$ cat src/rtl/unified_mem_arbiter.sv
// Shares one single-port synchronous RAM between an instruction-fetch requester (read-only)
// and a data requester (read/write), with per-transaction arbitration and a programmable read latency.
module unified_mem_arbiter #(
  parameter int unsigned DATA_W    = 8,
  parameter int unsigned ADDR_W    = 8,
  parameter int unsigned RD_LAT    = 1,
  parameter int unsigned PRIO_MODE = 0
) (
  input  logic              CLK,
  input  logic              rst,

  input  logic              i_req,
  input  logic [ADDR_W-1:0] i_addr,
  output logic              i_ack,
  output logic              i_rvalid,
  output logic [DATA_W-1:0] i_rdata,

  input  logic              d_req,
  input  logic              d_we,
  input  logic [ADDR_W-1:0] d_addr,
  input  logic [DATA_W-1:0] d_wdata,
  output logic              d_ack,
  output logic              d_rvalid,
  output logic [DATA_W-1:0] d_rdata,

  output logic [ADDR_W-1:0] m_addr,
  output logic [DATA_W-1:0] m_wdata,
  output logic              m_wren,
  input  logic [DATA_W-1:0] m_rdata,

  output logic              busy
);

  if (RD_LAT < 1 || RD_LAT > 4) begin : g_bad_rd_lat
    $error("unified_mem_arbiter: RD_LAT must be in 1..4");
  end

  if (PRIO_MODE > 1) begin : g_bad_prio_mode
    $error("unified_mem_arbiter: PRIO_MODE must be 0 or 1");
  end

  typedef enum logic [2:0] {
    StIdle,
    StWrite,
    StRdIssue,
    StRdWait,
    StRdDone
  } state_e;

  state_e              state_q;
  logic                last_d_q;   // 1 = most recent grant went to the data channel
  logic                owner_d_q;  // 1 = transaction in flight belongs to the data channel
  logic [1:0]          cnt_q;

  logic                i_ack_q;
  logic                i_rvalid_q;
  logic [DATA_W-1:0]   i_rdata_q;
  logic                d_ack_q;
  logic                d_rvalid_q;
  logic [DATA_W-1:0]   d_rdata_q;
  logic [ADDR_W-1:0]   m_addr_q;
  logic [DATA_W-1:0]   m_wdata_q;
  logic                m_wren_q;

  // Winner selection for the current IDLE cycle: 1 = data channel, 0 = instruction channel.
  logic grant_d;

  always_comb begin
    grant_d = d_req;
    if (d_req && i_req && PRIO_MODE == 1) begin
      grant_d = ~last_d_q;
    end
  end

  always_ff @(posedge CLK) begin
    if (!rst) begin
      state_q    <= StIdle;
      last_d_q   <= 1'b0;
      owner_d_q  <= 1'b0;
      cnt_q      <= '0;
      i_ack_q    <= 1'b0;
      i_rvalid_q <= 1'b0;
      i_rdata_q  <= '0;
      d_ack_q    <= 1'b0;
      d_rvalid_q <= 1'b0;
      d_rdata_q  <= '0;
      m_addr_q   <= '0;
      m_wdata_q  <= '0;
      m_wren_q   <= 1'b0;
    end else begin
      // Strobes are single-cycle unless a state below re-asserts them.
      i_ack_q    <= 1'b0;
      d_ack_q    <= 1'b0;
      i_rvalid_q <= 1'b0;
      d_rvalid_q <= 1'b0;
      m_wren_q   <= 1'b0;

      unique case (state_q)
        StIdle: begin
          if (i_req || d_req) begin
            owner_d_q <= grant_d;
            last_d_q  <= grant_d;
            if (grant_d) begin
              m_addr_q  <= d_addr;
              m_wdata_q <= d_wdata;
            end else begin
              m_addr_q  <= i_addr;
            end
            if (grant_d && d_we) begin
              state_q  <= StWrite;
              m_wren_q <= 1'b1;
              d_ack_q  <= 1'b1;
            end else begin
              state_q <= StRdIssue;
              i_ack_q <= ~grant_d;
              d_ack_q <= grant_d;
            end
          end
        end

        StWrite: begin
          state_q <= StIdle;
        end

        StRdIssue: begin
          cnt_q   <= 2'(RD_LAT - 1);
          state_q <= StRdWait;
        end

        // One cycle per unit of RAM latency; q is valid in the last one.
        StRdWait: begin
          if (cnt_q == '0) begin
            if (owner_d_q) begin
              d_rdata_q  <= m_rdata;
              d_rvalid_q <= 1'b1;
            end else begin
              i_rdata_q  <= m_rdata;
              i_rvalid_q <= 1'b1;
            end
            state_q <= StRdDone;
          end else begin
            cnt_q <= cnt_q - 2'd1;
          end
        end

        StRdDone: begin
          state_q <= StIdle;
        end

        default: begin
          state_q <= StIdle;
        end
      endcase
    end
  end

  assign i_ack    = i_ack_q;
  assign i_rvalid = i_rvalid_q;
  assign i_rdata  = i_rdata_q;
  assign d_ack    = d_ack_q;
  assign d_rvalid = d_rvalid_q;
  assign d_rdata  = d_rdata_q;
  assign m_addr   = m_addr_q;
  assign m_wdata  = m_wdata_q;
  assign m_wren   = m_wren_q;
  assign busy     = (state_q != StIdle);

endmodule

$ cat config.mk
export PLATFORM = sky130hd
export DESIGN_NAME = unified_mem_arbiter
export DESIGN_NICKNAME = d
export VERILOG_FILES = /design/src/rtl/unified_mem_arbiter.sv
export SDC_FILE = /design/constraint.sdc
export NUM_CORES = 1
export LEC_CHECK = 0
export CAP_MARGIN = 20
export CORE_MARGIN = 3
export CORE_UTILIZATION = 42
export CTS_CLUSTER_DIAMETER = 60
export CTS_CLUSTER_SIZE = 12
export DETAILED_ROUTE_END_ITERATION = 8
export MAX_ROUTING_LAYER = met4
export PLACE_DENSITY_LB_ADDON = 0.15
export SLEW_MARGIN = 15
export SYNTH_ARGS = -nofsm -noshare
export SYNTH_HDL_FRONTEND = slang
export SYNTH_SLANG_ARGS = --single-unit
$ cat constraint.sdc
create_clock -name CLK -period 1.4 [get_ports CLK]
set_input_delay 0.14 -clock CLK [delete_from_list [all_inputs] [get_ports CLK]]
set_output_delay 0.14 -clock CLK [all_outputs]
set_load 0.005 [all_outputs]
==> flow_summary_export.csv <==
group,metric,value,unit
outcome,status,"finished, final reports clean",
synth,synth_top_flop_cell,"dfxtp_1",
worst_setup_path,critPathArrivalTime,1.19,ns
placed_design,dp_slack,-0.1317,ns
placed_design,dpl-instance-area,0.002651,sq mm
global_routing,grt_max_degree,30,
floorplanning,initial_core_util,46.04,%
floorplanning,die_w,71.00,um
cts,clk_latency,0.30,ns
sta,setup_slack,0.06552,ns
cts,tritoncts,"yes",
run,cap_viol_max_count,0,
worst_setup_path,worstSetupPathType,"flop to primary output",
final_layout,layout-drive-gt1-share,15.07,%
floorplanning,core-area,0.003854,sq mm
floorplanning,io_pins,75,
power,power,2.991,mW
worst_setup_path,start_kind,"flop",
global_routing,track_usage,17.90,%
synth,avgSynthCellArea,9.748,sq um
sta,maxSlewViolCount,0,
cts,path_clk_slew,0.08,ns
final_layout,utilization,74.48,%
sta,hold_violations,0,
sta,min_period,1.334,ns
cts,cts_buffer_depth,2,
cts,numCtsBuffers,5,
global_routing,grt_pass1_wl,6948,um
sta,slew_headroom,76.01,%
sta,tightest_slew,0.3598,ns
floorplanning,rows,22,
min_path,hp-class,"input port to flop",
synth,synth_edf_count,0,
final_layout,final_nets,309,
sta,finalSetupTns,0,ns
detailed_routing,drt-initial-drc-count,47,
synth,ys_types,31,
global_routing,grt.overflow.total,0,
global_routing,grt_pass1_vias,1503,
synth,synth_seq_cells,43,
final_layout,instances_no_fill,320,
worst_setup_path,cp.required,1.26,ns
power,powerDensity,1042,mW/mm^2
detailed_routing,wirelength,4373,um
detailed_routing,first_pass_iters,4,
worst_setup_path,r2r_cells,5,
sta,fin_crit_sh,95.32,%
floorplanning,die_y,71.00,um
sta,fmax,749.4,MHz
placed_design,port_buffers,74,
detailed_routing,route.detailed.drc,0,
synth,syn_area,0.001774,sq mm
sta,skew,0.005370,ns
detailed_routing,avgViaCountPerCell,5.063,
global_routing,antenna_found_initial,0,
sta,finalSetupViolCount,0,
synth,yosysTopAreaCellShare,48.52,%
synth,synth.area.top_cells,"dfxtp_1, mux2i_1, nand2_1",
worst_setup_path,endpoint_kind,"primary output",
floorplanning,dieArea,0.005040,sq mm
placed_design,gp_congestion,0.7284,
synth,syn_inst,182,
sta,hold_ws,0.3955,ns
min_path,hold_depth,3,
final_layout,n_antenna_cell,0,
power,leakage,1.136,nW
cts,cts.sinks,43,
worst_setup_path,path_cells,"nor3_4 -> inv_1 -> dlygate4sd2_1",
detailed_routing,drtAntennaViolNets,0,
worst_setup_path,critical_path.slowest_cell,"dfxtp_4",
synth,synth_top_area_cell,"dfxtp_1",
synth,synth-seq-area-share,48.52,%
placed_design,placedCellCount,306,
cts,htree_num_levels,2,
cts,cts_root_buf,"clkbuf_8",
synth,synth_commonest_cells,"dfxtp_1, nand2_1, mux2i_1, a21oi_1, o21ai_0",
worst_setup_path,max_stage_delay,0.38,ns
synth,yosysWarnings,0,
detailed_routing,routedWlPerCell,13.67,um
synth,post-synth-top-count-cell,"dfxtp_1",
placed_design,dpl.hpwl,3084,um
final_layout,syn_to_final_growth,61.78,%
final_layout,final_area,0.002870,sq mm
power,peakVddDrop,0.7340,mV
worst_setup_path,worstPathMaxFanout,5,
detailed_routing,vias,1620,
synth,synth_nets,220,
synth,async_flop_share,0,%
==> state kept, by name, indices dropped and copies added, names as in the netlist <==
| register | flops |
|---|---|
| d_rdata | 8 |
| i_rdata | 8 |
| m_addr | 8 |
| m_wdata | 8 |
| state_q | 3 |
| cnt_q | 2 |
| d_ack | 1 |
| d_rvalid | 1 |
| i_ack | 1 |
| i_rvalid | 1 |
| m_wren | 1 |
| owner_d_q | 1 |
==> path summary, 6_finish.rpt <==
path / start / end / slack, ns
worst max register to register: cnt_q[0]$_SDFFE_PN0P_ / i_rdata[2]$_SDFFE_PN0P_ / 0.08
worst max-delay path: state_q[1]$_SDFFE_PN0P_ / busy / 0.07
worst min-delay path: d_wdata[7] / m_wdata[7]$_SDFFE_PN0P_ / 0.40
worst min register to register: m_wdata[6]$_SDFFE_PN0P_ / m_wdata[6]$_SDFFE_PN0P_ / 0.45
==> cell usage in the layout (no fill, tap or decap), types with 2 or more instances in the layout <==
cell type,n
buf_12,4
a211oi_1,8
o21bai_1,2
dfxtp_1,40
o32ai_1,2
a21oi_1,10
buf_4,16
o21ai_1,6
clkdlybuf4s50_1,73
nor2_1,3
mux2i_1,24
nand2b_1,3
dfxtp_4,3
clkbuf_8,6
nand2_1,35
o21ai_0,3
nand3_1,7
and2_1,3
inv_1,4
==> layout make-up <==
class                   instances  area (sq um)
well taps                      48         60.06
clock buffers                   6         82.58
fillers                       285         983.4
flip-flops and latches         43         872.1
inverters                       4         15.01
multi-input cells             121         829.5
repair buffers                 96         975.9
clock inverters                 2         35.03
==> what timing repair did <==
item | CTS | global route
gates cloned | 0 | 1
hold buffers | 0 | 0
pin swaps | 1 | 2
resized for setup | 8 | 10
setup endpoints to repair | 6 | 23
setup buffers | 2 | 4
hold endpoints to repair | 0 | 0
==> worst max-delay path, delay by kind of cell, from the launching register on <==
family | cells | cell delay, ns
buffers and inverters | 2 | 0.35
DFF | 1 | 0.38
and+or+nand+nor | 1 | 0.17
==> kinds of logic after synthesis <==
family          Yosys count  share of synthesized area [%]
compound gates           34                          12.41
flops                    43                          48.52
buf+inv                  18                          6.135
fa+ha+maj                 1                         0.7051
simple gates             62                          18.69
mux                      24                          13.54
==> power by group <==
group / internal, mW / switching, mW / total (mW)
logic: 0.400 / 0.241 / 0.641
clock network: 0.577 / 0.415 / 0.992
registers: 1.30 / 0.0536 / 1.36
total: 2.28 / 0.710 / 2.99
==> per-layer routing <==
metal  wire length, um  vias to the layer above  track usage (%)
met2              2126                       46            26.57
li1                  -                      809                -
met1              1882                      761            21.11
met5                 0                        -                -
met3               313                        4            6.534
met4                51                        0            9.395
No activity file was read; power rests on OpenSTA's default activity.
